File: src/rtl/ifu.sv
// Instruction fetch unit: issues one outstanding fetch at a time, holds the returned
// word for the decoder, and honours redirects that can arrive in any fetch phase.
module ifu #(
  parameter logic [63:0] RESET_PC = 64'h0000_0000_8000_0000
) (
  input  logic        clk,
  input  logic        rst,
  input  logic        halt,
  output logic        imem_req_valid,
  output logic [63:0] imem_req_addr,
  input  logic        imem_req_ready,
  input  logic        imem_resp_valid,
  input  logic [31:0] imem_resp_data,
  output logic        inst_valid,
  output logic [31:0] inst,
  output logic [63:0] inst_pc,
  input  logic        inst_ready,
  input  logic        redirect_valid,
  input  logic [63:0] redirect_pc
);

  typedef enum logic [1:0] {
    S_REQ   = 2'd0,
    S_WAIT  = 2'd1,
    S_HOLD  = 2'd2,
    S_DRAIN = 2'd3
  } state_t;

  state_t      state;
  logic [63:0] pc;
  logic        req_fire;
  logic [63:0] redirect_tgt;

  // Instructions are 4-byte aligned; the low target bits are dropped.
  function automatic logic [63:0] align_pc(input logic [63:0] a);
    return a & ~64'h3;
  endfunction

  function automatic logic [63:0] next_seq_pc(input logic [63:0] a);
    return a + 64'd4;
  endfunction

  assign redirect_tgt = align_pc(redirect_pc);

  // The request is the only output that must react within the cycle, so that a
  // redirect or halt suppresses issue immediately.
  assign imem_req_valid = !rst && (state == S_REQ) && !halt && !redirect_valid;
  assign imem_req_addr  = pc;
  assign req_fire       = imem_req_valid && imem_req_ready;

  always_ff @(posedge clk) begin
    if (rst) begin
      pc         <= RESET_PC;
      state      <= S_REQ;
      inst_valid <= 1'b0;
      inst       <= 32'd0;
      inst_pc    <= 64'd0;
    end else begin
      case (state)
        S_REQ: begin
          if (redirect_valid) begin
            pc <= redirect_tgt;
          end else if (req_fire) begin
            state <= S_WAIT;
          end
        end

        S_WAIT: begin
          if (redirect_valid) begin
            pc    <= redirect_tgt;
            // A response still in flight must be swallowed before refetching.
            state <= imem_resp_valid ? S_REQ : S_DRAIN;
          end else if (imem_resp_valid) begin
            inst       <= imem_resp_data;
            inst_pc    <= pc;
            pc         <= next_seq_pc(pc);
            state      <= S_HOLD;
            inst_valid <= 1'b1;
          end
        end

        S_HOLD: begin
          if (redirect_valid) begin
            pc         <= redirect_tgt;
            state      <= S_REQ;
            inst_valid <= 1'b0;
          end else if (inst_ready) begin
            state      <= S_REQ;
            inst_valid <= 1'b0;
          end
        end

        S_DRAIN: begin
          if (redirect_valid) begin
            pc <= redirect_tgt;
          end else if (imem_resp_valid) begin
            state <= S_REQ;
          end
        end

        default: begin
          state      <= S_REQ;
          inst_valid <= 1'b0;
        end
      endcase
    end
  end

endmodule

File: config.mk
export PLATFORM = sky130hd
export DESIGN_NAME = ifu
export DESIGN_NICKNAME = d
export VERILOG_FILES = /design/src/rtl/ifu.sv
export SDC_FILE = /design/constraint.sdc
export NUM_CORES = 1
export LEC_CHECK = 0
export ABC_AREA = 1
export CAP_MARGIN = 20
export CORE_MARGIN = 5
export CORE_UTILIZATION = 51
export DETAILED_ROUTE_END_ITERATION = 16
export PLACE_DENSITY = 0.92
export SYNTH_ARGS = -nofsm -noshare
export SYNTH_HDL_FRONTEND = slang
export SYNTH_SLANG_ARGS = --single-unit
File: constraint.sdc
create_clock -name clk -period 3.5 [get_ports clk]
set_clock_uncertainty 0.1 [all_clocks]
set_input_delay 0.7 -clock clk [delete_from_list [all_inputs] [get_ports clk]]
set_output_delay 0.7 -clock clk [all_outputs]
set_load 0.05 [all_outputs]
==> flow_summary.yaml, run 1 <==
clocking:
  cts_hold_buf: 0
  numClockSinks: 159
  h-tree-depth: 4
  cts_inserted_buffers: 17
  cts_buffer_depth: 2
  post_cts_buffers: 0
  cts_tree: "done"
  cts.repair.resized: 0
  clk_pin_slew_ps: 60
  worstSkewPairLatency_ps: 430
  clockRootBuffer: "clkbuf_16"
logic_synthesis:
  yosysWarnings: 0
  synth_top_family_by_area: "simple AND/OR/NAND/NOR gates"
  ys_ff_latch: 159
  synth_compound_area_share_pct: 16.5
  synth-main-ff-cell: "dfxtp_1"
  synthAdderAreaFrac_pct: 0.146
  synth_edf_count: 0
  postSynthAreaPerCell_um2: 6.40
  synth_xor_area_share_pct: 1.23
  synth_area_um2: 8570
  synth-async-reset-ratio_pct: 0
  yosysSeqAreaShare_pct: 37.1
  synth-simple-area-share_pct: 36.3
  syn_inst: 1339
  synthMuxAreaShare_pct: 0.117
  synth.distinct_cells: 42
pwr:
  irDropWorstVdd_v: 0.000392
  cellPowerDensity_nw_per_um2: 573
  comb_power_share_pct: 37.4
  pwr-share-clk_pct: 27.7
  p_leak_uw: 0.00470
  seq_power_share_pct: 34.8
  switchingPower_uw: 2830
  swShare_pct: 41.6
  p_int_uw: 3970
critical_path:
  reg2reg_from: "imem_req_addr[2]$_SDFFE_PP0P_"
  worstSetupStartpoint: "redirect_valid"
  critPathArrivalTime_ps: 2150
  endpoint_kind: "output port"
  crit_fanout: 37
  start_kind: "input pin"
  critPathKind: "input pin to output port"
  crit_required_ps: 2700
sta:
  drv_slew: 0
  setup_ws_ps: 546
  min_period_ps: 2950
  min_period_over_period_pct: 84.4
  max_freq_ghz: 0.339
  worst_slew_pin_slew_ps: 919
  maxSlewHeadroom_pct: 38.8
  grt_setup_unrepaired: "no"
  hold_viol: 0
  finalSetupTns_ps: 0
  setup_viol: 0
floorplan:
  fp.coreArea_um2: 16500
  start_util_pct: 51.9
  die_w_um: 140
  die_h_um: 140
  die-area_um2: 19500
  num_io_pins: 265
  num_rows: 47
placement:
  place.gp.congestion: 1.01
  hpwlAfterDp_mm: 25.0
  port_buffers: 258
  place_ws_ps: 509
final_layout:
  fin_util_pct: 71.7
  nets: 1671
  register_area_um2: 3180
  fillers: 1369
  multi_input_area_um2: 4690
  area_growth_pct: 38.3
  drive_gt1_share_pct: 7.16
  diodes: 0
worst_hold_path:
  min-delay-path-class: "flop to flop"
  min_from: "inst[6]$_SDFFE_PP0P_"
global_route:
  grt_max_degree: 102
  overflow: 0
  grt_pass1_wl_mm: 52.2
  grt_pass1_vias: 9563
  grt_antenna_before_repair: 0
  grt_usage_pct: 33.4
drt:
  wl_per_cell_um: 18.5
  antenna_left: 0
  wl_mm: 33.3
  vias: 9942
  first_pass_iters: 6
  route.detailed.drc: 0
  drtIter0Drc: 1002
  vias_per_cell: 5.53
outcome:
  status: "complete, no violations"
job:
  maxCapViolations: 0
[synthesized netlist by cell type (2+ instances only)]
| cell type | n | area, µm² |
|---|---|---|
| a211oi_1 | 3 | 22.5 |
| a21oi_1 | 106 | 531 |
| a21oi_2 | 3 | 26.3 |
| buf_1 | 2 | 7.51 |
| buf_2 | 23 | 115 |
| buf_4 | 8 | 60.1 |
| clkbuf_1 | 34 | 128 |
| dfxtp_1 | 159 | 3180 |
| inv_1 | 102 | 383 |
| inv_2 | 5 | 18.8 |
| nand2_1 | 292 | 1100 |
| nand2_2 | 14 | 87.6 |
| nand2_4 | 2 | 22.5 |
| nand3_1 | 78 | 390 |
| nand3b_1 | 3 | 22.5 |
| nand4_1 | 18 | 113 |
| nor2_1 | 268 | 1010 |
| nor2_2 | 14 | 87.6 |
| nor2_4 | 10 | 113 |
| nor2_8 | 2 | 40.0 |
| nor3_1 | 7 | 35.0 |
| nor3_2 | 2 | 20.0 |
| o211ai_1 | 11 | 82.6 |
| o21ai_0 | 123 | 616 |
| o21ai_1 | 15 | 75.1 |
| o21bai_1 | 4 | 30.0 |
| o31ai_1 | 2 | 15.0 |
| or2_2 | 5 | 31.3 |
| xor2_1 | 11 | 96.3 |
[flip-flops by register name, indices dropped and copies added (netlist names)]
signal,flops
imem_req_addr,62
inst_pc,62
inst,32
state,2
inst_valid,1
[stage by stage]
step,power [µW],instances,hold WS (ps),area (µm²)
after floorplan,4000,1342,435,8580
after global placement,4870,1768,390,11300
after detailed placement,4910,1768,397,11300
after CTS,6790,1799,421,11900
after global routing,7090,1799,447,11900
final,6800,1799,419,11900
[layer usage]
layer	vias to the layer above	global-route usage [%]	wire length (µm)
met4	0	11.2	990
met5	-	0	0
met3	81	10.4	3690
met1	4542	42.9	13500
met2	557	53.6	15100
li1	4762	-	-
[placed cells by master (no fill, tap or decap), types with 3 or more instances in the layout]
cell type and instances:
xor2_1 11, buf_4 15, nand2_1 292, nand3_1 78, clkinv_4 3, o21ai_0 123
o21bai_1 4, nor2_2 13, nand2_2 14, nor2_4 12, nor2_1 267, nand4_1 18
a21oi_2 3, a211oi_1 3, conb_1 4, nand3b_1 3, clkdlybuf4s50_1 256, clkbuf_16 17
inv_2 7, dfxtp_1 159, nor3_1 7, inv_1 100, o211ai_1 11, o21ai_1 15
inv_6 3, or2_2 5, a21oi_1 106
[power by group through the flow]
stage | registers, µW | clock network [µW] | logic [µW]
final | 2370 | 1890 | 2550
after global routing | 2400 | 1970 | 2720
after CTS | 2360 | 1890 | 2540
after detailed placement | 2390 | 0 | 2520
after global placement | 2390 | 0 | 2480
after floorplan | 3140 | 0 | 863
[final cells by class]
type | count | share of cell area, %
clock buffer | 20 | 3.77
clock inverter | 11 | 1.12
inverter | 109 | 3.48
multi-input combinational | 1006 | 39.5
sequential | 159 | 26.8
tap | 220 | 2.32
timing repair buffer | 274 | 22.9
[path summary, 6_finish.rpt]
path / to / slack, ps / cells past startpoint
max: imem_req_valid / 550 / 6
min: inst[6]$_SDFFE_PP0P_ / 420 / 2
min reg2reg: inst[6]$_SDFFE_PP0P_ / 420 / 2
max reg2reg: imem_req_addr[62]$_SDFFE_PP0P_ / 1110 / 10
[cells by family (layout without fill, tap and decap cells)]
group / Yosys count / after routing
AOI/OAI and AO/OA: 269 / 269
and+or+nand+nor: 719 / 719
buffers and inverters: 177 / 414
muxes: 1 / 1
DFF: 159 / 159
xor gates and xnor gates: 12 / 12
other: 1 / 4
adders and majority gates: 1 / 1
[worst max-delay path, stage by stage]
cell	delay [ps]
clkdlybuf4s50_1	430
inv_1	80
buf_4	400
nand3b_1	130
nor2_1	230
buf_12	180
Note: power is estimated with default switching activity, not from simulation.
==> run 2: changes to the inputs <==
- CORE_UTILIZATION: 51 -> 48
- PLACE_DENSITY: 0.92 -> 0.88
- clock period: 3.5 -> 3 ns (I/O delays scaled with it)
==> run 2 against run 1 <==
- register-to-register slack lost 410 ps
- sequential power rose by 16%
- total power rose by 17%
- count of clock-buffer cells in the layout decreased by 3
- highest routed layer unchanged
==> flow_summary.yaml, run 2 (synthesis gave the netlist of run 1 again) <==
global_route:
  grt_pass1_wl_mm: 50.7
  grt_max_degree: 102
  grt_antenna_before_repair: 0
  overflow: 0
  grt_use_met3_pct: 9.15
  use_met2_pct: 50.4
  grt_usage_pct: 31.4
  grt_pass1_vias: 9299
  grt_use_met1_pct: 41.6
  grt-busiest-layer: "met2"
drt:
  vias: 9896
  drtIter0Drc: 1025
  first_pass_iters: 6
  wl_mm: 32.9
  vias_per_cell: 5.47
  antenna_left: 0
  route.detailed.drc: 0
  wl_per_cell_um: 18.2
pwr:
  irDropWorstVdd_v: 0.000475
  swShare_pct: 42.5
  p_int_uw: 4570
  comb_power_share_pct: 37.7
  p_leak_uw: 0.00473
  pwr-share-clk_pct: 27.5
  seq_power_share_pct: 34.8
  switchingPower_uw: 3380
  cellPowerDensity_nw_per_um2: 667
sta:
  max_freq_ghz: 0.386
  hold_slack_ps: 411
  drv_slew: 0
  setup_viol: 0
  grt_setup_unrepaired: "no"
  min_period_over_period_pct: 86.5
  hold_viol: 0
  finalSetupTns_ps: 0
  maxSlewHeadroom_pct: 41.0
  min_period_ps: 2590
  worst_slew_pin_slew_ps: 885
final_layout:
  nets: 1674
  drive_gt1_share_pct: 7.45
  finalNonFillerCells: 1808
  final_common_cell: "nand2_1"
  fin_area_um2: 11900
  diodes: 0
  area_growth_pct: 39.1
  fin_util_pct: 68.5
  final_cell_mix: "nand2_1 (292), nor2_1 (267), clkdlybuf4s50_1 (256)"
clocking:
  post_cts_buffers: 0
  h-tree-depth: 4
  cts_inserted_buffers: 17
  worstSkewPairLatency_ps: 430
  cts.repair.resized: 0
  cts_tree: "done"
  clockRootBuffer: "clkbuf_16"
  clk_pin_slew_ps: 70
  numClockSinks: 159
  cts_buffer_depth: 2
  cts_hold_buf: 0
floorplan:
  num_io_pins: 265
  die-area_um2: 20600
  start_util_pct: 49.2
  fp.coreArea_um2: 17400
  num_rows: 48
  die_h_um: 144
  die_w_um: 144
critical_path:
  worst_path_max_delay_cell: "clkdlybuf4s50_1"
  endpoint_kind: "output port"
  path_buf_inv: 1
  critPathKind: "flop to output port"
  cp_cell_sequence: "clkdlybuf4s50_1"
  crit_fanout: 6
  start_kind: "flop"
  critPathArrivalTime_ps: 1890
  path_delay_family: "buffers and inverters"
  crit_required_ps: 2300
  max_stage_delay_ps: 900
placement:
  port_buffers: 258
  placed_cell_area_um2: 11300
  dp.cells: 1776
  hpwlAfterDp_mm: 25.0
  place.gp.congestion: 0.993
outcome:
  status: "complete, no violations"
worst_hold_path:
  min-delay-path-class: "flop to flop"
job:
  maxCapViolations: 0
## run 2: stage by stage
stage / power, µW / worst slack, ps
final: 7950 / 406
after global routing: 8310 / 374
after CTS: 7940 / 429
after detailed placement: 5770 / 410
after global placement: 5710 / 446
after floorplan: 4670 / 705
## run 2: power by group through the flow
stage                     combinational [µW]  sequential [µW]  clock [µW]
after global placement                  2930             2790           0
final                                   3000             2760        2190
after floorplan                         1010             3660           0
after detailed placement                2970             2800           0
after CTS                               2990             2750        2190
after global routing                    3200             2800        2300
## run 2: path summary, 6_finish.rpt
| check | start | end | slack, ps | cells past startpoint |
|---|---|---|---|---|
| setup / recovery | imem_req_addr[29]$_SDFFE_PP0P_ | imem_req_addr[29] | 410 | 1 |
| hold / removal | imem_req_addr[63]$_SDFFE_PP0P_ | imem_req_addr[63]$_SDFFE_PP0P_ | 410 | 2 |
| setup reg to reg | imem_req_addr[3]$_SDFFE_PP0P_ | imem_req_addr[36]$_SDFFE_PP0P_ | 700 | 10 |
| hold reg to reg | imem_req_addr[63]$_SDFFE_PP0P_ | imem_req_addr[63]$_SDFFE_PP0P_ | 410 | 2 |
## run 2: layout make-up
| type | count | area, µm² |
|---|---|---|
| Fill cell | 1525 | 5490 |
| Inverter | 109 | 413 |
| Sequential cell | 159 | 3180 |
| Tap cell | 225 | 282 |
| Clock inverter | 15 | 154 |
| Timing Repair Buffer | 277 | 2780 |
| Clock buffer | 17 | 425 |
| Multi-Input combinational cell | 1006 | 4690 |
## run 2: routing by layer
layer / part of all wire, % / vias up / wire length (µm)
met5: 0 / - / 0
met2: 45 / 491 / 14800
li1: - / 4773 / -
met4: 2.4 / 0 / 802
met1: 42 / 4570 / 13900
met3: 10 / 62 / 3360
==> run 3: changes to the inputs <==
- CORE_UTILIZATION: 48 -> 43
- PLACE_DENSITY: 0.88 -> 0.84
- clock period: 3 -> 2.1 ns (I/O delays scaled with it)
==> run 3 against run 2 <==
- core utilization down 4.2 points
- count of clock-buffer cells in the layout unchanged
- clock power up 48%
- design area up 5.2%
- combinational power up 53%
- non-clock buffer count up 91
- first-iteration DRC count down 7.1%
- via count up 3.8%
- critical endpoint is now imem_req_addr[62]$_SDFFE_PP0P_
==> flow_summary.yaml, run 3 (synthesis gave the netlist of run 1 again) <==
outcome:
  status: "complete, no violations"
worst_hold_path:
  min_path_cells: 5
  min-delay-path-class: "input pin to flop"
  min_from: "rst"
  worstHoldEndpoint: "inst_valid$_SDFFE_PP0P_"
drt:
  wl_mm: 34.8
  vias: 10300
  vias_per_cell: 5.30
  drtIter0Drc: 952
  wl_per_cell_um: 18.0
  first_pass_iters: 5
  route.detailed.drc: 0
  antenna_left: 0
global_route:
  grt_pass1_vias: 9867
  grt_antenna_before_repair: 0
  grt_usage_pct: 30.1
  grt_use_met1_pct: 41.1
  use_met2_pct: 47.6
  overflow: 0
  grt_pass1_wl_mm: 53.8
  grt_use_met3_pct: 7.93
  grt_max_degree: 68
  grt-busiest-layer: "met2"
critical_path:
  path_common_cell: "nand2_2"
  reg2reg_from: "imem_req_addr[3]$_SDFFE_PP0P_"
  crit_fanout: 6
  rrSetupSlack_ps: 90
  path_buf_inv: 1
  crit_required_ps: 2280
  endpoint_kind: "flop"
  critPathArrivalTime_ps: 2200
  start_kind: "flop"
  path_delay_family: "simple AND/OR/NAND/NOR gates"
  max_stage_delay_ps: 410
  worst_path_max_delay_cell: "dfxtp_2"
  cp_cell_sequence: "ha_2 > nand2_2 > nor2_8 > inv_4 > nor2_4 > nand2_2 > o21ai_1 > nand3_1 > nand2_1 > a21oi_1"
  critPathKind: "flop to flop"
  r2r_end: "imem_req_addr[62]$_SDFFE_PP0P_"
  reg2reg_depth: 10
sta:
  setup_ws_ps: 85.4
  grt_setup_unrepaired: "no"
  drv_slew: 0
  min_period_ps: 2010
  min_period_over_period_pct: 95.9
  hold_viol: 0
  max_freq_ghz: 0.496
  setup_viol: 0
  worst_slew_pin_slew_ps: 735
  maxSlewHeadroom_pct: 51.0
pwr:
  cellPowerDensity_nw_per_um2: 933
  p_leak_uw: 0.00588
  irDropWorstVdd_v: 0.000586
  finalPower_uw: 11700
clocking:
  cts_inserted_buffers: 17
  clockRootBuffer: "clkbuf_16"
  cts_tree: "done"
  cts_hold_buf: 0
  h-tree-depth: 4
  numClockSinks: 159
  cts_buffer_depth: 2
  clk_pin_slew_ps: 70
  worstSkewPairLatency_ps: 430
placement:
  hpwlAfterDp_mm: 27.4
  place_ws_ps: -76.9
  place.gp.congestion: 0.989
  port_buffers: 258
final_layout:
  drive_gt1_share_pct: 20.0
  fin_util_pct: 64.2
  final_cell_mix: "nand2_1 (291), nor2_1 (261), buf_4 (208)"
  diodes: 0
  nets: 1765
  area_growth_pct: 46.2
  fillers: 1752
  final_common_cell: "nand2_1"
floorplan:
  start_util_pct: 43.9
  die_h_um: 151
  num_rows: 51
  die-area_um2: 22900
  die_w_um: 151
  num_io_pins: 265
  fp.coreArea_um2: 19500
job:
  maxCapViolations: 0
[run 3: cell type report]
cell class	instances	area (µm²)	area share (%)
multi-input combinational	1006	4710	37.6
timing repair buffer	368	3290	26.2
sequential	159	3190	25.4
clock buffer	17	425	3.39
inverter	109	413	3.29
tap	265	332	2.64
clock inverter	15	181	1.45
[run 3: metal layers]
metal / part of all wire (%) / vias to the layer above
met3: 9.9 / 54
met2: 46 / 491
met4: 1.8 / 0
met5: 0 / -
li1: - / 4955
met1: 43 / 4769
[run 3: what timing repair did]
item,in CTS,in global routing
buffers inserted,0,2
endpoints found under the setup margin,32,30
gates resized for setup,32,28
pin swaps,0,3
[run 3: how the worst max path moves through the flow]
| stage | start | to | slack (ps) | cells after the start |
|---|---|---|---|---|
| 6_report | imem_req_addr[3]$_SDFFE_PP0P_ | imem_req_addr[62]$_SDFFE_PP0P_ | 90 | 10 |
| 5_1_grt | imem_req_addr[13]$_SDFFE_PP0P_ | imem_req_addr[51]$_SDFFE_PP0P_ | 7 | 9 |
| 4_1_cts | inst_pc[32]$_SDFFE_PP0P_ | inst_pc[32] | 0.05 | 1 |
| 3_5_place_dp | redirect_valid | inst[28]$_SDFFE_PP0P_ | -80 | 10 |
| 3_3_place_gp | redirect_valid | inst[25]$_SDFFE_PP0P_ | -20 | 10 |
| 2_1_floorplan | imem_req_addr[2]$_SDFFE_PP0P_ | imem_req_addr[34]$_SDFFE_PP0P_ | 10 | 10 |
[run 3: through the flow]
step	hold WS, ps	instance area (µm²)	TNS [ps]	std cells
floorplan	435	8590	0	1342
global placement	391	11900	-269	1905
detailed placement	396	11900	-768	1905
CTS	409	12500	0	1937
global route	440	12500	0	1939
finish	405	12500	0	1939
[run 3: where the power goes]
group	total, µW	internal [µW]	switching, µW
Sequential	3850	3450	399
Clock	3240	1800	1440
Combinational	4600	1570	3030
Total	11700	6820	4880
[run 3: worst min-delay path, cell delays in order]
cell and delay [ps]:
buf_2 100, inv_2 50, buf_12 170, o21ai_0 100, a21oi_1 50
